## src/rtl/segasys1_snd_pkg.sv

```systemverilog
// Shared definitions for the Sega System 1 sound command path (main CPU -> sound board).
package segasys1_snd_pkg;

   localparam int unsigned SndCmdW    = 8;
   localparam int unsigned DefHoldCyc = 16;
   localparam int unsigned DefGapCyc  = 64;
   localparam int unsigned DefFifoAw  = 2;

   typedef enum logic [1:0] {
      ST_IDLE = 2'd0,
      ST_HOLD = 2'd1,
      ST_GAP  = 2'd2
   } sndState_e;

   // A zero-length phase would merge adjacent strobes, so it is stretched to one cycle.
   function automatic int unsigned cycNorm(input int unsigned c);
      return (c == 0) ? 1 : c;
   endfunction

   function automatic int unsigned cntWidth(input int unsigned maxCyc);
      return (maxCyc > 1) ? $clog2(maxCyc) : 1;
   endfunction

endpackage

```

## src/rtl/segasys1_sndcmd_tx_fifo.sv

```systemverilog
// Small synchronous command FIFO; a push while full is accepted when a pop happens in the same cycle.
module sndcmd_fifo
   import segasys1_snd_pkg::*;
#(
   parameter int unsigned AW = DefFifoAw,
   parameter int unsigned W  = SndCmdW
) (
   input  logic         clk_i,
   input  logic         rst_ni,
   input  logic         push_i,
   input  logic         pop_i,
   input  logic [W-1:0] data_i,
   output logic [W-1:0] data_o,
   output logic         full_o,
   output logic         empty_o
);

   localparam int unsigned Depth = 1 << AW;

   logic [W-1:0]  mem_q [Depth];
   logic [AW-1:0] wrPtr_q, rdPtr_q;
   logic [AW:0]   count_q, count_d;
   logic          pushOk, popOk;

   assign popOk  = pop_i && !empty_o;
   assign pushOk = push_i && (!full_o || popOk);

   always_comb begin
      count_d = count_q;
      case ({pushOk, popOk})
         2'b10:   count_d = count_q + (AW+1)'(1);
         2'b01:   count_d = count_q - (AW+1)'(1);
         default: count_d = count_q;
      endcase
   end

   always_ff @(posedge clk_i or negedge rst_ni) begin
      if (!rst_ni) begin
         wrPtr_q <= '0;
         rdPtr_q <= '0;
         count_q <= '0;
      end else begin
         if (pushOk) wrPtr_q <= wrPtr_q + AW'(1);
         if (popOk)  rdPtr_q <= rdPtr_q + AW'(1);
         count_q <= count_d;
      end
   end

   always_ff @(posedge clk_i) begin
      if (pushOk) mem_q[wrPtr_q] <= data_i;
   end

   assign data_o  = mem_q[rdPtr_q];
   assign full_o  = (count_q == (AW+1)'(Depth));
   assign empty_o = (count_q == '0);

endmodule

```

## src/rtl/segasys1_sndcmd_tx.sv

```systemverilog
// Main-side sound command transmitter: buffers CPU writes and emits one sndstart pulse per command.
// Define SNDCMD_FIFO_EN for a 2^FIFO_AW deep FIFO; otherwise a single pending register is used.
module segasys1_sndcmd_tx
   import segasys1_snd_pkg::*;
#(
   parameter int unsigned HOLD_CYC = DefHoldCyc,
   parameter int unsigned GAP_CYC  = DefGapCyc,
   parameter int unsigned FIFO_AW  = DefFifoAw
) (
   input  logic               clk8M,
   input  logic               reset_n,
   input  logic               cmd_wr,
   input  logic [SndCmdW-1:0] cmd_data,
   input  logic               ovf_clr,
   output logic [SndCmdW-1:0] sndno,
   output logic               sndstart,
   output logic               busy,
   output logic               full,
   output logic               overflow
);

   localparam int unsigned HoldEff = cycNorm(HOLD_CYC);
   localparam int unsigned GapEff  = cycNorm(GAP_CYC);
   localparam int unsigned MaxCyc  = (HoldEff > GapEff) ? HoldEff : GapEff;
   localparam int unsigned CntW    = cntWidth(MaxCyc);
   localparam logic [CntW-1:0] HoldLoad = CntW'(HoldEff - 1);
   localparam logic [CntW-1:0] GapLoad  = CntW'(GapEff - 1);

   sndState_e          state_q, state_d;
   logic [CntW-1:0]    cnt_q, cnt_d;
   logic [SndCmdW-1:0] sndno_q, sndno_d;
   logic               start_q, start_d;
   logic               overflow_q, overflow_d;

   logic               pop;
   logic               bufEmpty, bufFull;
   logic [SndCmdW-1:0] headData;

`ifdef SNDCMD_FIFO_EN
   sndcmd_fifo #(
      .AW(FIFO_AW),
      .W (SndCmdW)
   ) uFifo (
      .clk_i  (clk8M),
      .rst_ni (reset_n),
      .push_i (cmd_wr),
      .pop_i  (pop),
      .data_i (cmd_data),
      .data_o (headData),
      .full_o (bufFull),
      .empty_o(bufEmpty)
   );
`else
   localparam int unsigned unusedFifoAw = FIFO_AW;

   logic               pendValid_q, pendValid_d;
   logic [SndCmdW-1:0] pend_q, pend_d;

   // The command being played lives in sndno, so the slot frees up on the same edge it is popped.
   always_comb begin
      pendValid_d = pendValid_q;
      pend_d      = pend_q;
      if (pop) pendValid_d = 1'b0;
      if (cmd_wr && (!pendValid_q || pop)) begin
         pendValid_d = 1'b1;
         pend_d      = cmd_data;
      end
   end

   always_ff @(posedge clk8M or negedge reset_n) begin
      if (!reset_n) begin
         pendValid_q <= 1'b0;
         pend_q      <= '0;
      end else begin
         pendValid_q <= pendValid_d;
         pend_q      <= pend_d;
      end
   end

   assign headData = pend_q;
   assign bufFull  = pendValid_q;
   assign bufEmpty = !pendValid_q;
`endif

   always_comb begin
      state_d = state_q;
      cnt_d   = cnt_q;
      sndno_d = sndno_q;
      start_d = start_q;
      pop     = 1'b0;
      case (state_q)
         ST_IDLE: begin
            if (!bufEmpty) begin
               pop     = 1'b1;
               sndno_d = headData;
               start_d = 1'b1;
               cnt_d   = HoldLoad;
               state_d = ST_HOLD;
            end
         end
         ST_HOLD: begin
            if (cnt_q == '0) begin
               start_d = 1'b0;
               cnt_d   = GapLoad;
               state_d = ST_GAP;
            end else begin
               cnt_d = cnt_q - CntW'(1);
            end
         end
         ST_GAP: begin
            if (cnt_q == '0) begin
               state_d = ST_IDLE;
            end else begin
               cnt_d = cnt_q - CntW'(1);
            end
         end
         default: begin
            start_d = 1'b0;
            cnt_d   = '0;
            state_d = ST_IDLE;
         end
      endcase
   end

   // A drop and a clear in the same cycle must leave the flag set.
   assign overflow_d = (cmd_wr && bufFull && !pop) || (overflow_q && !ovf_clr);

   always_ff @(posedge clk8M or negedge reset_n) begin
      if (!reset_n) begin
         state_q    <= ST_IDLE;
         cnt_q      <= '0;
         sndno_q    <= '0;
         start_q    <= 1'b0;
         overflow_q <= 1'b0;
      end else begin
         state_q    <= state_d;
         cnt_q      <= cnt_d;
         sndno_q    <= sndno_d;
         start_q    <= start_d;
         overflow_q <= overflow_d;
      end
   end

   assign sndno    = sndno_q;
   assign sndstart = start_q;
   assign overflow = overflow_q;
   assign full     = bufFull;
   assign busy     = (state_q != ST_IDLE) || !bufEmpty;

endmodule

```

## config.mk

```make
export PLATFORM = sky130hd
export DESIGN_NAME = segasys1_sndcmd_tx
export DESIGN_NICKNAME = d
export VERILOG_FILES = /design/src/rtl/segasys1_snd_pkg.sv /design/src/rtl/segasys1_sndcmd_tx_fifo.sv /design/src/rtl/segasys1_sndcmd_tx.sv
export SDC_FILE = /design/constraint.sdc
export NUM_CORES = 1
export LEC_CHECK = 0
export ABC_AREA = 1
export CELL_PAD_IN_SITES_DETAIL_PLACEMENT = 2
export CELL_PAD_IN_SITES_GLOBAL_PLACEMENT = 2
export CORE_ASPECT_RATIO = 1.1
export CORE_UTILIZATION = 30
export DETAILED_ROUTE_END_ITERATION = 12
export GPL_TIMING_DRIVEN = 0
export PLACE_DENSITY = 0.79
export SETUP_SLACK_MARGIN = 0.5
export SYNTH_ARGS = -nofsm -noshare
export SYNTH_HDL_FRONTEND = slang
export SYNTH_HIERARCHICAL = 1
export SYNTH_SLANG_ARGS = --single-unit
```

## constraint.sdc

```tcl
create_clock -name clk8M -period 1.4 [get_ports clk8M]
set_input_delay 0.21 -clock clk8M [delete_from_list [all_inputs] [get_ports clk8M]]
set_output_delay 0.21 -clock clk8M [all_outputs]
set_load 0.1 [all_outputs]
```

==> results.json, run 1 <==
{
  "die-area_mm2": 0.00448,
  "synth_seq_cells": 27,
  "cp_max_fo": 5,
  "vias_per_cell": 5.08,
  "clk_pin_slew_ns": 0.11,
  "power_frac_comb_pct": 9.2,
  "critPathLaunchType": "register",
  "worstMarginPinSlew_ns": 0.770,
  "pwr-share-clk_pct": 33.5,
  "drv_cap": 0,
  "die_height_um": 70.1,
  "synth_edf_count": 0,
  "final_area_mm2": 0.00217,
  "worstPathRequired_ns": 1.62,
  "p_per_area_mw_per_mm2": 669,
  "fmax_ghz": 0.695,
  "critPathKind": "reg -> reg",
  "netlist_instances": 140,
  "grt_max_degree": 28,
  "cts_tree": "done",
  "n_antenna_cell": 0,
  "yosysWarnings": 6,
  "synth_ff_type": "dfrtp_1",
  "post_synth_xor_area_fraction_pct": 0,
  "slowest_delay_ns": 0.41,
  "synth_top_area_cell": "dfrtp_1",
  "critPathSlowestCell": "dfrtp_1",
  "final-seq-area_um2": 693,
  "grt_use_total_pct": 24.3,
  "pre_cts_slack_ns": -0.666,
  "fillers": 393,
  "rows": 24,
  "synth_top_family_by_area": "simple AND/OR/NAND/NOR gates",
  "grt_antenna_before_repair": 0,
  "synth-compound-area-share_pct": 5.54,
  "drc": 0,
  "finClkSkew_ns": 0.0165,
  "routabilityCongestion": 0.716,
  "place_area_mm2": 0.00163,
  "vias": 1224,
  "setup_viol": 7,
  "port_buffers": 22,
  "antenna_left": 0,
  "start_util_pct": 31.7,
  "areaGrowthSynthToFinish_pct": 71.5,
  "pwr-share-seq_pct": 57.3,
  "syn_area_per_cell_um2": 9.04,
  "cpMostUsedCell": "buf_6",
  "crit_path_end_kind": "register",
  "holdCritPathClass": "in -> async",
  "p_sw_uw": 385,
  "detail_route.wl_per_cell_um": 23.7,
  "synth_cell_types": 24,
  "grt_pass1_vias": 1450,
  "path_cells": "buf_6 > buf_4 > o21ai_4 > buf_6 > nand3_2 > nand2_1",
  "power.leakage_uw": 0.000978,
  "fin_ws_ns": -0.0383,
  "rsz0062_at_grt": "true",
  "violations": "negative setup slack",
  "yosysSeqAreaShare_pct": 53.4,
  "crit_arrival_ns": 1.66,
  "dp_hpwl_mm": 2.42,
  "final_util_pct": 54.3,
  "synth_most_common_cell": "nand2_1",
  "p_int_uw": 1070,
  "htree_levels": 1,
  "gr-total-overflow": 0,
  "synth_top_area_share_pct": 53.4,
  "min_period_over_period_pct": 103,
  "drt_first_pass_iters": 4,
  "r2r_slack_ns": -0.04,
  "grt_pass1_wl_mm": 7.76,
  "layout_min_cycle_time_ns": 1.44,
  "synthesis.nets": 153,
  "relSlewSlack_pct": 48.7,
  "die_width_um": 63.9,
  "worst-path-buf-inv": 3,
  "synthTopCellsByCount": "nand2_1 (43), dfrtp_1 (27), nor2_1 (13), nand3_1 (12), inv_1 (11)",
  "synthAdderAreaFrac_pct": 0.989,
  "cts_buffer_depth": 2,
  "final_max_slew_viol_count": 0,
  "clkLatencyLatePin_ns": 0.29,
  "layout-drive-gt1-share_pct": 57.1,
  "muxShareOfSynthArea_pct": 6.23,
  "crit_family": "buffers and inverters",
  "status": "finished with violations",
  "p_sw_share_pct": 26.5,
  "synthTopCellsByArea": "dfrtp_1 (53%), nand2_1 (13%), mux2_2 (6.2%)",
  "syn_area_mm2": 0.00126,
  "cts.sinks": 27,
  "core_area_mm2": 0.00399,
  "peakVddDrop_uv": 605,
  "multi_input_area_um2": 764,
  "cts_inserted_buffers": 3,
  "synthArstFlopShare_pct": 100,
  "num-nets-final": 203,
  "io_pins": 24,
  "synthSimpleGateAreaFrac_pct": 28.4,
  "drtIter0Drc": 44,
  "routed_wl_mm": 5.72,
  "hold_violations": 0,
  "cts_root_buffer": "clkbuf_8"
}
==> cells in the final DEF (no fill, tap or decap), types with 4 or more instances in the layout <==
master / synthesis / final
nor2_4: 0 / 5
nand2_1: 43 / 33
inv_1: 11 / 6
inv_2: 2 / 4
mux2_2: 7 / 5
dfrtp_1: 27 / 15
nor2_2: 0 / 4
buf_4: 0 / 15
nand2_2: 3 / 9
nand3_2: 0 / 4
nor2_1: 13 / 4
buf_6: 1 / 7
dfrtp_2: 0 / 11
buf_12: 0 / 12
clkdlybuf4s50_1: 0 / 9
nand3_1: 12 / 5
nand2_4: 2 / 6
==> cell type report <==
type	count	share of cell area, %
Inverter	14	3.00
Multi-Input combinational cell	99	35.2
Sequential cell	27	31.9
Clock buffer	4	2.08
Timing Repair Buffer	43	24.0
Tap cell	52	3.00
Buffer	2	0.692
==> sequential cells by signal, indices dropped and copies added (netlist names) <==
signal and cells:
full 1, overflow 1, state_q 2, cnt_q 6, sndstart 1, sndno 8, headData 8
==> stage by stage <==
step | TNS, ns | cells | total power (uW) | hold slack [ns]
after global routing | -0.460 | 241 | 1490 | 0.0982
after floorplan | 0 | 140 | 876 | -0.0856
after CTS | 0 | 236 | 1400 | 0.0927
after global placement | -13.09 | 214 | 929 | 0.450
final | -0.143 | 241 | 1450 | 0.0424
after detailed placement | -15.82 | 214 | 939 | 0.469
==> final timing paths <==
kind                                   from           to  cells after the start
max in group asynchronous           reset_n     sndno[7]                      1
worst min register to register  headData[2]  headData[2]                      2
worst max register to register   state_q[0]  headData[0]                      6
min in group clk8M                   cmd_wr  headData[2]                      3
worst max-delay path             state_q[0]  headData[0]                      6
worst min-delay path                reset_n     cnt_q[2]                      1
==> metal layers <==
layer	GRT usage [%]	routed length, um	up-vias
met5	0	0	-
met4	10.6	120	0
met3	6.37	223	10
met2	46.9	3380	33
met1	23.3	2000	636
li1	-	-	545
==> logic make-up (layout without fill, tap and decap cells) <==
logic type	after synthesis	in the layout
AOI/OAI and AO/OA	11	11
adders and majority gates	1	1
buffers and inverters	16	63
DFF	27	27
muxes	7	7
and+or+nand+nor	78	80
==> power groups by stage <==
| stage | clock network, uW | logic [uW] | registers, uW |
|---|---|---|---|
| 4_1_cts | 465 | 105 | 825 |
| 6_report | 486 | 134 | 831 |
| 3_3_place_gp | 0 | 93.0 | 836 |
| 3_5_place_dp | 0 | 99.5 | 839 |
| 5_1_grt | 521 | 141 | 833 |
| 2_1_floorplan | 0 | 26.9 | 849 |
==> repair_timing <==
item | in CTS | in global routing
resized for setup | 137 | 27
pin swaps | 14 | 9
endpoints found under the setup margin | 66 | 39
hold buffers | 0 | 0
gates cloned | 2 | 1
setup buffers | 16 | 4
(Power assumes the default switching activity.)
==> run 2, diff against run 1 <==
--- a/config.mk
+++ b/config.mk
@@ -9,10 +9,10 @@
 export CELL_PAD_IN_SITES_DETAIL_PLACEMENT = 2
 export CELL_PAD_IN_SITES_GLOBAL_PLACEMENT = 2
 export CORE_ASPECT_RATIO = 1.1
-export CORE_UTILIZATION = 30
+export CORE_UTILIZATION = 33
 export DETAILED_ROUTE_END_ITERATION = 12
 export GPL_TIMING_DRIVEN = 0
-export PLACE_DENSITY = 0.79
+export PLACE_DENSITY = 0.86
 export SETUP_SLACK_MARGIN = 0.5
 export SYNTH_ARGS = -nofsm -noshare
 export SYNTH_HDL_FRONTEND = slang
==> constraint.sdc (replaced) <==
create_clock -name clk8M -period 1.66 [get_ports clk8M]
set_input_delay 0.249 -clock clk8M [delete_from_list [all_inputs] [get_ports clk8M]]
set_output_delay 0.249 -clock clk8M [all_outputs]
set_load 0.1 [all_outputs]
==> results.json, run 2 (synthesized netlist as in run 1, its figures left out) <==
{
  "cts.sinks": 27,
  "holdBufCountCts": 0,
  "vias_per_cell": 5.00,
  "pwr-share-seq_pct": 57.8,
  "p_sw_uw": 324,
  "num-nets-final": 200,
  "use_met3_pct": 1.94,
  "vias": 1181,
  "io_pins": 24,
  "worstPathRequired_ns": 1.84,
  "port_buffers": 22,
  "die_width_um": 61.0,
  "start_util_pct": 34.6,
  "fillers": 344,
  "detail_route.wl_per_cell_um": 25.1,
  "cts_inserted_buffers": 3,
  "final-seq-area_um2": 693,
  "grt_pass1_wl_mm": 7.56,
  "min_period_over_period_pct": 88.7,
  "p_sw_share_pct": 26.5,
  "core_area_mm2": 0.00365,
  "final_util_pct": 58.2,
  "p_per_area_mw_per_mm2": 574,
  "final_max_slew_viol_count": 0,
  "n_antenna_cell": 0,
  "place_area_mm2": 0.00161,
  "fin_cells": 236,
  "peakVddDrop_uv": 514,
  "top_usage_layer": "met2",
  "htree_levels": 1,
  "power.leakage_uw": 0.000981,
  "holdCritPathClass": "in -> async",
  "antenna_left": 0,
  "final_area_mm2": 0.00213,
  "pwr-share-clk_pct": 33.5,
  "clkLatencyLatePin_ns": 0.28,
  "drc": 0,
  "die-area_mm2": 0.00409,
  "layout_common_cells": "nand2_1 (28), dfrtp_1 (15), buf_4 (15)",
  "power_frac_comb_pct": 8.7,
  "routed_wl_mm": 5.92,
  "layout-drive-gt1-share_pct": 57.5,
  "drv_cap": 0,
  "layout_commonest_cell": "nand2_1",
  "p_int_uw": 898,
  "fmax_ghz": 0.679,
  "rsz0062_at_grt": "true",
  "dp_hpwl_mm": 2.44,
  "dp_cells": 212,
  "drt_first_pass_iters": 4,
  "die_height_um": 66.9,
  "areaGrowthSynthToFinish_pct": 68.2,
  "fin_setup_tns_ns": 0,
  "cp_max_fo": 6,
  "holdWs_ns": 0.0986,
  "reg2reg_depth": 6,
  "setup_viol": 0,
  "status": "finished clean",
  "gr-total-overflow": 0,
  "crit_arrival_ns": 1.65,
  "grt_use_total_pct": 26.7,
  "drtIter0Drc": 52,
  "cts_buffer_depth": 2,
  "layout_min_cycle_time_ns": 1.47,
  "grt_pass1_vias": 1369,
  "grtUsageMet2_pct": 49.6,
  "finClkSkew_ns": 0.00339,
  "clk_pin_slew_ns": 0.10,
  "critPathLaunchType": "register",
  "crit_path_end_kind": "register",
  "grt_antenna_before_repair": 0,
  "grt_use_met1_pct": 32.7,
  "worstMarginPinSlew_ns": 0.730,
  "rows": 23,
  "grt_max_degree": 28,
  "routabilityCongestion": 0.756,
  "hold_violations": 0,
  "critPathKind": "reg -> reg",
  "cts_tree": "done",
  "cts_root_buffer": "clkbuf_8",
  "relSlewSlack_pct": 51.3,
  "multi_input_area_um2": 752
}
## run 2: final cells by class
type	count	share of cell area (%)
inverters	14	2.94
repair buffers	41	23.2
multi-input cells	98	35.3
flip-flops and latches	27	32.6
plain buffers	2	0.705
well taps	50	2.94
clock buffers	3	1.94
clock inverters	1	0.353
## run 2: metrics by stage
stage | power, uW | setup WS (ns)
after CTS | 1190 | 0.263
final | 1220 | 0.187
after detailed placement | 792 | -0.465
after floorplan | 739 | 0.315
after global placement | 783 | -0.420
after global routing | 1270 | 0.149
## run 2: routing by layer
layer	wire length, um	vias up
met3	135	13
met5	0	-
met2	3260	32
met1	2350	595
met4	174	0
li1	-	541
## run 2: final timing paths
check	start	endpoint	slack [ns]
setup / recovery	state_q[0]	headData[5]	0.19
hold / removal	reset_n	cnt_q[0]	0.1
hold reg to reg	headData[0]	headData[0]	0.53
max in group asynchronous	reset_n	full	1.02
min in group clk8M	headData[0]	headData[0]	0.53
setup reg to reg	state_q[0]	headData[5]	0.19
## run 2: power by group through the flow
stage,clock (uW),sequential [uW],combinational [uW]
final,409,706,106
after global routing,447,708,113
after CTS,402,698,90.0
after detailed placement,0,709,83.3
after global placement,0,705,78.2
after floorplan,0,716,22.6
## run 2: critical path: stages, from the launching register on
cell and delay, ns:
dfrtp_1 0.39, buf_6 0.13, buf_4 0.14, o21ai_4 0.31
nand2_4 0.17, nand2_2 0.14, nand2_1 0.07
## run 2: what timing repair did
item	in CTS	in global routing
buffers inserted	15	4
pin swaps	14	8
setup endpoints to repair	66	39
resized for setup	134	34
gates cloned	1	0
==> run 3, diff against run 2 <==
--- a/config.mk
+++ b/config.mk
@@ -10,6 +10,7 @@
 export CELL_PAD_IN_SITES_GLOBAL_PLACEMENT = 2
 export CORE_ASPECT_RATIO = 1.1
 export CORE_UTILIZATION = 33
+export CTS_CLUSTER_DIAMETER = 120
 export DETAILED_ROUTE_END_ITERATION = 12
 export GPL_TIMING_DRIVEN = 0
 export PLACE_DENSITY = 0.86
==> results of run 3 <==
Same layout as run 2: the final DEF is identical, and so are final timing and power.
